<file path="src/rtl/uart_pkg.sv">
// uart_pkg: shared UART state encoding, oversampling and sample-point constants
package uart_pkg;
  localparam int UART_DATA_BITS  = 8;
  localparam int UART_OVERSAMPLE = 16;
  localparam int SAMPLE_FIRST    = 7;
  localparam int SAMPLE_MID      = 8;
  localparam int SAMPLE_DECIDE   = 9;
  typedef enum logic [2:0] {
    S_IDLE,
    S_START,
    S_DATA,
    S_PARITY,
    S_STOP,
    S_BREAK
  } uart_state_e;
endpackage

</file>
<file path="src/rtl/uart_sync.sv">
// uart_sync: STAGES-deep flop chain bringing an asynchronous bit into the clk domain
module uart_sync #(
  parameter int STAGES  = 2,
  parameter bit RST_VAL = 1'b1
) (
  input  logic clk,
  input  logic rst,
  input  logic d_i,
  output logic q_o
);
  logic [STAGES-1:0] sync_q;
  // shift the raw input through the chain, oldest sample at the top
  always_ff @(posedge clk) begin
    if (rst) sync_q <= {STAGES{RST_VAL}};
    else sync_q <= STAGES'({sync_q, d_i});
  end
  assign q_o = sync_q[STAGES-1];
endmodule

</file>
<file path="src/rtl/uart_rx.sv">
// uart_rx: 16x-oversampled UART receiver; define UART_RX_PARITY_EN for 8E1 framing (8N1 otherwise)
module uart_rx
  import uart_pkg::*;
#(
  parameter int DATA_BITS   = UART_DATA_BITS,
  parameter int OVERSAMPLE  = UART_OVERSAMPLE,
  parameter int SYNC_STAGES = 2
) (
  input  logic                 clk,
  input  logic                 rst,
  input  logic                 uart_en,
  input  logic                 rx_tick,
  input  logic                 rx_in,
  output logic [DATA_BITS-1:0] rx_data,
  output logic                 rx_valid,
  output logic                 frame_err,
  output logic                 parity_err,
  output logic                 rx_busy
);
  localparam int CW = $clog2(OVERSAMPLE);
  localparam int BW = $clog2(DATA_BITS);
`ifdef UART_RX_PARITY_EN
  localparam uart_state_e AFTER_DATA = S_PARITY;
`else
  localparam uart_state_e AFTER_DATA = S_STOP;
`endif
  uart_state_e          state_q, state_d;
  logic [CW-1:0]        cnt_q, cnt_d, cnt_nx;
  logic [1:0]           smp_q, smp_d;
  logic [DATA_BITS-1:0] sh_q, sh_d, data_q, data_d;
  logic [BW-1:0]        bit_q, bit_d;
  logic                 valid_q, valid_d, ferr_q, ferr_d;
  logic                 line, wrap, decide, maj, last_bit;
`ifdef UART_RX_PARITY_EN
  logic                 pchk_q, pchk_d, perr_q, perr_d;
`endif

  uart_sync #(.STAGES(SYNC_STAGES), .RST_VAL(1'b1)) u_sync (
    .clk(clk),
    .rst(rst),
    .d_i(rx_in),
    .q_o(line)
  );

  assign wrap     = cnt_q == CW'(OVERSAMPLE - 1);
  assign cnt_nx   = wrap ? '0 : cnt_q + 1'b1;
  assign decide   = rx_tick && cnt_nx == CW'(SAMPLE_DECIDE);
  assign maj      = (smp_q[0] & smp_q[1]) | ((smp_q[0] | smp_q[1]) & line);
  assign last_bit = bit_q == BW'(DATA_BITS - 1);

  // state and datapath registers
  always_ff @(posedge clk) begin
    if (rst) begin
      state_q <= S_IDLE;
      cnt_q   <= '0;
      smp_q   <= '0;
      sh_q    <= '0;
      bit_q   <= '0;
      data_q  <= '0;
      valid_q <= 1'b0;
      ferr_q  <= 1'b0;
`ifdef UART_RX_PARITY_EN
      pchk_q  <= 1'b0;
      perr_q  <= 1'b0;
`endif
    end else begin
      state_q <= state_d;
      cnt_q   <= cnt_d;
      smp_q   <= smp_d;
      sh_q    <= sh_d;
      bit_q   <= bit_d;
      data_q  <= data_d;
      valid_q <= valid_d;
      ferr_q  <= ferr_d;
`ifdef UART_RX_PARITY_EN
      pchk_q  <= pchk_d;
      perr_q  <= perr_d;
`endif
    end
  end

  // frame sequencing; a low stop bit parks in BREAK until the line idles again
  always_comb begin
    state_d = state_q;
    if (!uart_en) state_d = S_IDLE;
    else if (rx_tick)
      case (state_q)
        S_IDLE:   state_d = line ? S_IDLE : S_START;
        S_START:  state_d = decide && maj ? S_IDLE : wrap ? S_DATA : S_START;
        S_DATA:   state_d = wrap && last_bit ? AFTER_DATA : S_DATA;
        S_PARITY: state_d = wrap ? S_STOP : S_PARITY;
        S_STOP:   state_d = decide ? (maj ? S_IDLE : S_BREAK) : S_STOP;
        S_BREAK:  state_d = line ? S_IDLE : S_BREAK;
        default:  state_d = S_IDLE;
      endcase
  end

  // tick counter, 3-point sampling, shift register and result strobes
  always_comb begin
    cnt_d   = cnt_q;
    smp_d   = smp_q;
    sh_d    = sh_q;
    bit_d   = bit_q;
    data_d  = data_q;
    valid_d = 1'b0;
    ferr_d  = 1'b0;
`ifdef UART_RX_PARITY_EN
    pchk_d  = pchk_q;
    perr_d  = 1'b0;
`endif
    if (!uart_en) begin
      cnt_d = '0;
      sh_d  = '0;
      bit_d = '0;
    end else if (rx_tick) begin
      cnt_d = state_q == S_IDLE ? '0 : cnt_nx;
      if (cnt_nx == CW'(SAMPLE_FIRST)) smp_d[0] = line;
      if (cnt_nx == CW'(SAMPLE_MID)) smp_d[1] = line;
      if (state_q == S_DATA && decide) sh_d = {maj, sh_q[DATA_BITS-1:1]};
      if (state_q == S_DATA && wrap) bit_d = last_bit ? '0 : bit_q + 1'b1;
`ifdef UART_RX_PARITY_EN
      if (state_q == S_PARITY && decide) pchk_d = ^{sh_q, maj};
`endif
      if (state_q == S_STOP && decide) begin
        valid_d = maj;
        ferr_d  = !maj;
        data_d  = maj ? sh_q : data_q;
`ifdef UART_RX_PARITY_EN
        perr_d  = maj & pchk_q;
`endif
      end
    end
  end

  assign rx_data   = data_q;
  assign rx_valid  = valid_q;
  assign frame_err = ferr_q;
  assign rx_busy   = state_q != S_IDLE;
`ifdef UART_RX_PARITY_EN
  assign parity_err = perr_q;
`else
  assign parity_err = 1'b0;
`endif
endmodule

</file>
<file path="config.mk">
export PLATFORM = sky130hd
export DESIGN_NAME = uart_rx
export DESIGN_NICKNAME = d
export VERILOG_FILES = /design/src/rtl/uart_pkg.sv /design/src/rtl/uart_sync.sv /design/src/rtl/uart_rx.sv
export SDC_FILE = /design/constraint.sdc
export NUM_CORES = 1
export LEC_CHECK = 0
export ABC_AREA = 0
export ABC_CLOCK_PERIOD_IN_PS = 3600
export BUFFER_PORTS_ARGS = -buffer_cell sky130_fd_sc_hd__clkbuf_2
export CAP_MARGIN = 0
export CORE_MARGIN = 2
export CORE_UTILIZATION = 55
export CTS_BUF_LIST = sky130_fd_sc_hd__clkbuf_4 sky130_fd_sc_hd__clkbuf_8 sky130_fd_sc_hd__clkbuf_16
export CTS_CLUSTER_SIZE = 30
export DETAILED_ROUTE_END_ITERATION = 10
export PLACE_DENSITY = 0.73
export SLEW_MARGIN = 5
export SYNTH_ARGS = -nofsm -noshare
export SYNTH_HDL_FRONTEND = slang
export SYNTH_SLANG_ARGS = --single-unit
</file>
<file path="constraint.sdc">
create_clock -name clk -period 3.6 [get_ports clk]
set_input_delay 0.54 -clock clk [delete_from_list [all_inputs] [get_ports clk]]
set_output_delay 0.54 -clock clk [all_outputs]
set_load 0.01 [all_outputs]
</file>
Word level (Yosys, flattened, before mapping) --
Cells that the tools add are included.
Word-level totals: word-level logic and storage cells 57, output and inout bits 12, register bits 32
Operators by class: bitwise operators 7, reductions and logical operators 16, $add $sub $neg 2, mux-type cells 12, eq/ne operators 10
Operators by type and width (count):
- $mux W3 | 6
- $pmux W3 S6 | 1
- $eq A4 B4 Y1 const B | 3
- $eq A3 B3 Y1 const B | 3
- $mux W4 | 2
- $eq A3 B2 Y1 const B | 2
- $logic_and A1 B1 Y1 | 6
- $reduce_and A3 Y1 | 2
- $add A4 B1 Y4 const B | 1
- $eq A4 B3 Y1 const B | 1
- $mux W2 | 2
- $reduce_and A2 Y1 | 2
- $reduce_and A4 Y1 | 1
- $reduce_or A4 Y1 | 1
- $add A3 B1 Y3 const B | 1
- $eq A3 B1 Y1 const B | 1
- $logic_not A3 Y1 | 1
- $not A1 Y1 | 3
- $reduce_bool A3 Y1 | 1
- $and A1 B1 Y1 | 2
- $or A1 B1 Y1 | 2
- $reduce_or A2 Y1 | 1
- $logic_not A1 Y1 | 1
- $mux W1 | 1

Longest topological paths before layout --
depth in word-level cells 7, depth in mapped cells 7

Modules after synthesis --
A second synthesis with hierarchy kept.
Unflattened totals: cell total of the unflattened synthesis 183, area, all modules 1649.1 sq um
Modules (own cells, without submodules):
- uart_rx | cells each 179, area an instance 1596.5 sq um, times used 1
- uart_sync | cells each 4, area an instance 52.6 sq um, times used 1

Least setup slack after synthesis --
OpenSTA, ideal clock, no wires.
path type register -> register, from reg cnt_q[0], to reg state_q[2], stages on the path, launching flop included 8, data required time 3484 ps, slack 1810 ps, arrival 1674 ps, clock period less this slack 1790 ps, library setup time 116 ps, path through dfxtp_1 -> ha_1 -> buf_6 -> or3b_4 -> o22ai_4 -> buf_6 -> a21oi_2 -> o211a_1
Between the ends: cells in the longest elaborated chain, start to end 6, elaborated cells between the ends (all ways) 10, classes of those cells add/sub (1); eq/ne (2); mux (5); reduce/logical (2)
Ends and longest elaborated chain:
- start, declared | RTL line uart_rx.sv:28 | logic [CW-1:0] cnt_q, cnt_d, cnt_nx;
- start signal, assigned | RTL line uart_rx.sv:68 | cnt_q <= cnt_d;
- $add A4 B1 Y4 / $eq A4 B4 Y1 (equally long branches) | RTL line uart_rx.sv:46, uart_rx.sv:45
- $mux W4 | RTL line uart_rx.sv:46 | assign cnt_nx = wrap ? '0 : cnt_q + 1'b1;
- $eq A4 B4 Y1 | RTL line uart_rx.sv:47 | assign decide = rx_tick && cnt_nx == CW'(SAMPLE_DECIDE);
- $logic_and A1 B1 Y1 | RTL line uart_rx.sv:47
- $mux W3 | RTL line uart_rx.sv:92 | S_STOP: state_d = decide ? (maj ? S_IDLE : S_BREAK) : S_STOP;
- $pmux W3 S6 * | RTL line uart_rx.sv:87 | case (state_q)
- end signal, assigned | RTL line uart_rx.sv:67 | state_q <= state_d;
- end, declared | RTL line uart_rx.sv:27 | uart_state_e state_q, state_d;
Every way passes the cells marked *; elsewhere a longest branch is shown, timed or not. A chain may end at the register's enable or synchronous reset.

Worst setup path after layout --
from reg state_q[2], to out rx_busy
Between the ends: cells in the longest elaborated chain, start to end 1
Ends and longest elaborated chain:
- $reduce_bool A3 Y1 | RTL line uart_rx.sv:138 | assign rx_busy = state_q != S_IDLE;
- end, declared | RTL line uart_rx.sv:18 | output logic rx_busy
Every way passes these cells.

==> impl_metrics.env <==
export IMPL_clk_pin_slew_ns=0.11
export IMPL_nNetsFinal=208
export IMPL_timing_final_ws_setup_ns=1.52
export IMPL_cpPeakStageDelay_ns=0.46
export IMPL_grt_pass1_wl_mm=5.54
export IMPL_synth_commonest_cells="32 x dfxtp_1, 22 x a21oi_1, 22 x o21ai_0, 13 x nand3_1, 10 x nand4_1"
export IMPL_p_int_uw=435
export IMPL_netSwitchingFraction=0.249
export IMPL_fp_dieH_um=59.0
export IMPL_cts_hold_fix_buffers=0
export IMPL_min_from="rx_in"
export IMPL_ant_nets=0
export IMPL_dpl_instance_area_um2=1670
export IMPL_rsz0062_at_grt="false"
export IMPL_p_per_area_nw_per_um2=336
export IMPL_r2r_slack_ns=1.60
export IMPL_overflow=0
export IMPL_ys_top_cells_by_area="dfxtp_1 38%, a21oi_1 6.6%, o21ai_0 6.6%"
export IMPL_stdcell_area_um2=1720
export IMPL_cts_setup_buffers=0
export IMPL_holdCritPathClass="input port to register"
export IMPL_cpLargestDelayFamily="flip-flops"
export IMPL_grt_usage=0.213
export IMPL_synth_cell_types=51
export IMPL_drc=0
export IMPL_p_leak_nw=0.665
export IMPL_hold_end="u_sync.sync_q[0]"
export IMPL_rr_startpoint="cnt_q[1]"
export IMPL_worstSetupEndpointType="primary output"
export IMPL_ys_warn_count=0
export IMPL_firstDrtPassIters=4
export IMPL_core_rowCount=19
export IMPL_setup_viol=0
export IMPL_vias=1379
export IMPL_outcome="complete, no violations"
export IMPL_die_area_um2=3490
export IMPL_fin_cells=229
export IMPL_fin_skew_ns=0.0140
export IMPL_hpwl_mm=2.40
export IMPL_maxSlewViolCount=0
export IMPL_synthesis_nets=200
export IMPL_core_um2=2830
export IMPL_yosys_most_used_dff="dfxtp_1"
export IMPL_pre_cts_slack_ns=1.55
export IMPL_n_antenna_cell=0
export IMPL_clockBufferDepth=2
export IMPL_tns_ns=0
export IMPL_max_freq_mhz=481
export IMPL_timing_rr_end="smp_q[1]"
export IMPL_path_buf_inv=2
export IMPL_first_global_vias=1263
export IMPL_fillers=276
export IMPL_numCtsBuffers=5
export IMPL_synth_edf_count=0
export IMPL_p_comb_frac=0.032
export IMPL_clk_latency_ns=0.34
export IMPL_viasPerCell=6.02
export IMPL_holdWs_ns=0.384
export IMPL_slew_headroom=0.484
export IMPL_crit_chain="nor3_1 -> inv_1 -> clkbuf_2"
export IMPL_clockRootBuffer="clkbuf_4"
export IMPL_required_ns=3.06
export IMPL_clkPwrFrac=0.352
export IMPL_antenna_found_initial=0
export IMPL_drtIter0Drc=46
export IMPL_synthArstFlopShare=0
export IMPL_hold_violations=0
export IMPL_htree_levels=2
export IMPL_grt_start_max_net_pins=21
export IMPL_cp_max_fo=13
export IMPL_start_kind="register"
export IMPL_synth_most_common_cell="dfxtp_1"
export IMPL_pwr_share_seq=0.616
export IMPL_portBuffers=15
export IMPL_yosys_area_top_type="dfxtp_1"
export IMPL_syn_area_um2=1670
export IMPL_cts_sinks=32
export IMPL_wl_mm=3.28
export IMPL_ff2ff_path_depth=5
export IMPL_cp_data_arrival_time_ns=1.54
export IMPL_pin_count=17
export IMPL_cts_tree="yes"
export IMPL_drv_cap=0
export IMPL_synthCells=189
export IMPL_worstSetupPathType="register to primary output"
export IMPL_syn2layout_area_growth_pct=3.38
export IMPL_die_w_um=59.0
export IMPL_multi_input_area_um2=890
export IMPL_min_path_cells=2
export IMPL_drive_gt1_frac=0.192
export IMPL_synth_top_area_share=0.384
export IMPL_synth_seq_cells=32
export IMPL_wl_per_cell_um=14.3
export IMPL_fin_crit_sh=0.578
export IMPL_dp_cells=221
export IMPL_yosysSeqAreaShare=0.384
export IMPL_cts_resized_gates=0
export IMPL_slowest_stage="dfxtp_1"
export IMPL_period_needed_ns=2.08
export IMPL_syn_area_per_cell_um2=8.82
export IMPL_gp_congestion=0.806
export IMPL_initial_utilization=0.589
export IMPL_ir_drop_mv=0.259
export IMPL_tightest_slew_ns=0.775
export IMPL_seq_area_um2=641
export IMPL_switching_power_uw=144
==> through the flow <==
stage	utilization	total power [mW]
6_report	0.609	0.579
4_1_cts	0.609	0.585
3_3_place_gp	0.589	0.382
5_1_grt	0.609	0.603
3_5_place_dp	0.589	0.383
2_1_floorplan	-	0.381
==> final cells by class <==
class / instances / area share
clock buffer: 5 / 0.0218
clock inverter: 3 / 0.0109
inverter: 6 / 0.0131
multi-input combinational: 137 / 0.516
sequential: 32 / 0.372
tap: 31 / 0.0225
timing repair buffer: 15 / 0.0436
==> state kept, by name, summed over array words and instances, names as in the netlist <==
signal,flops
cnt_q,4
bit_q,3
state_q,3
smp_q,2
frame_err,1
rx_valid,1
u_sync.sync_q,2
sh_q,8
rx_data,8
==> metal layers <==
layer,global-route usage,routed length [um],vias to the layer above
met2,0.354,1570,32
li1,-,-,708
met3,0.0590,150,5
met4,0.0779,37,0
met1,0.263,1520,634
met5,0,0,-
==> power groups by stage <==
stage	registers [mW]	logic [mW]	clock network, mW
finish	0.356	0.0186	0.204
global route	0.357	0.0209	0.226
CTS	0.356	0.0184	0.211
detailed placement	0.365	0.0184	0
global placement	0.364	0.0179	0
floorplan	0.364	0.0168	0
==> logic make-up (layout without fill, tap and decap cells) <==
family | count (synthesis) | in the layout | synth area share
xor gates and xnor gates | 2 | 2 | 0.0105
and+or+nand+nor | 66 | 66 | 0.237
adders and majority gates | 7 | 7 | 0.0518
AOI/OAI and AO/OA | 58 | 58 | 0.214
muxes | 3 | 3 | 0.0180
buffers and inverters | 20 | 29 | 0.0818
other | 1 | 1 | 0.00225
DFF | 32 | 32 | 0.384
==> how the worst max path moves through the flow <==
stage	start	depth (start not counted)	slack, ns	endpoint
3_5_place_dp	rx_tick	5	1.55	rx_data[2]
4_1_cts	state_q[2]	3	1.50	rx_busy
3_3_place_gp	rx_tick	5	1.67	rx_data[5]
5_1_grt	state_q[2]	3	1.40	rx_busy
6_report	state_q[2]	3	1.52	rx_busy
2_1_floorplan	cnt_q[0]	7	1.81	state_q[2]
==> placed cells by master (no fill, tap or decap), types with 2 or more instances in the layout <==
cell,count
a211oi_1,2
a21oi_1,22
and2b_2,2
clkbuf_2,15
clkbuf_4,5
clkinv_2,2
dfxtp_1,32
ha_1,6
inv_1,6
mux2i_1,3
nand2_1,7
nand2b_1,3
nand3_1,13
nand4_1,10
nor2_1,9
nor3_1,4
o21ai_0,22
or2_2,2
or3_1,2
xor2_1,2
No activity file was read; power rests on OpenSTA's default activity.
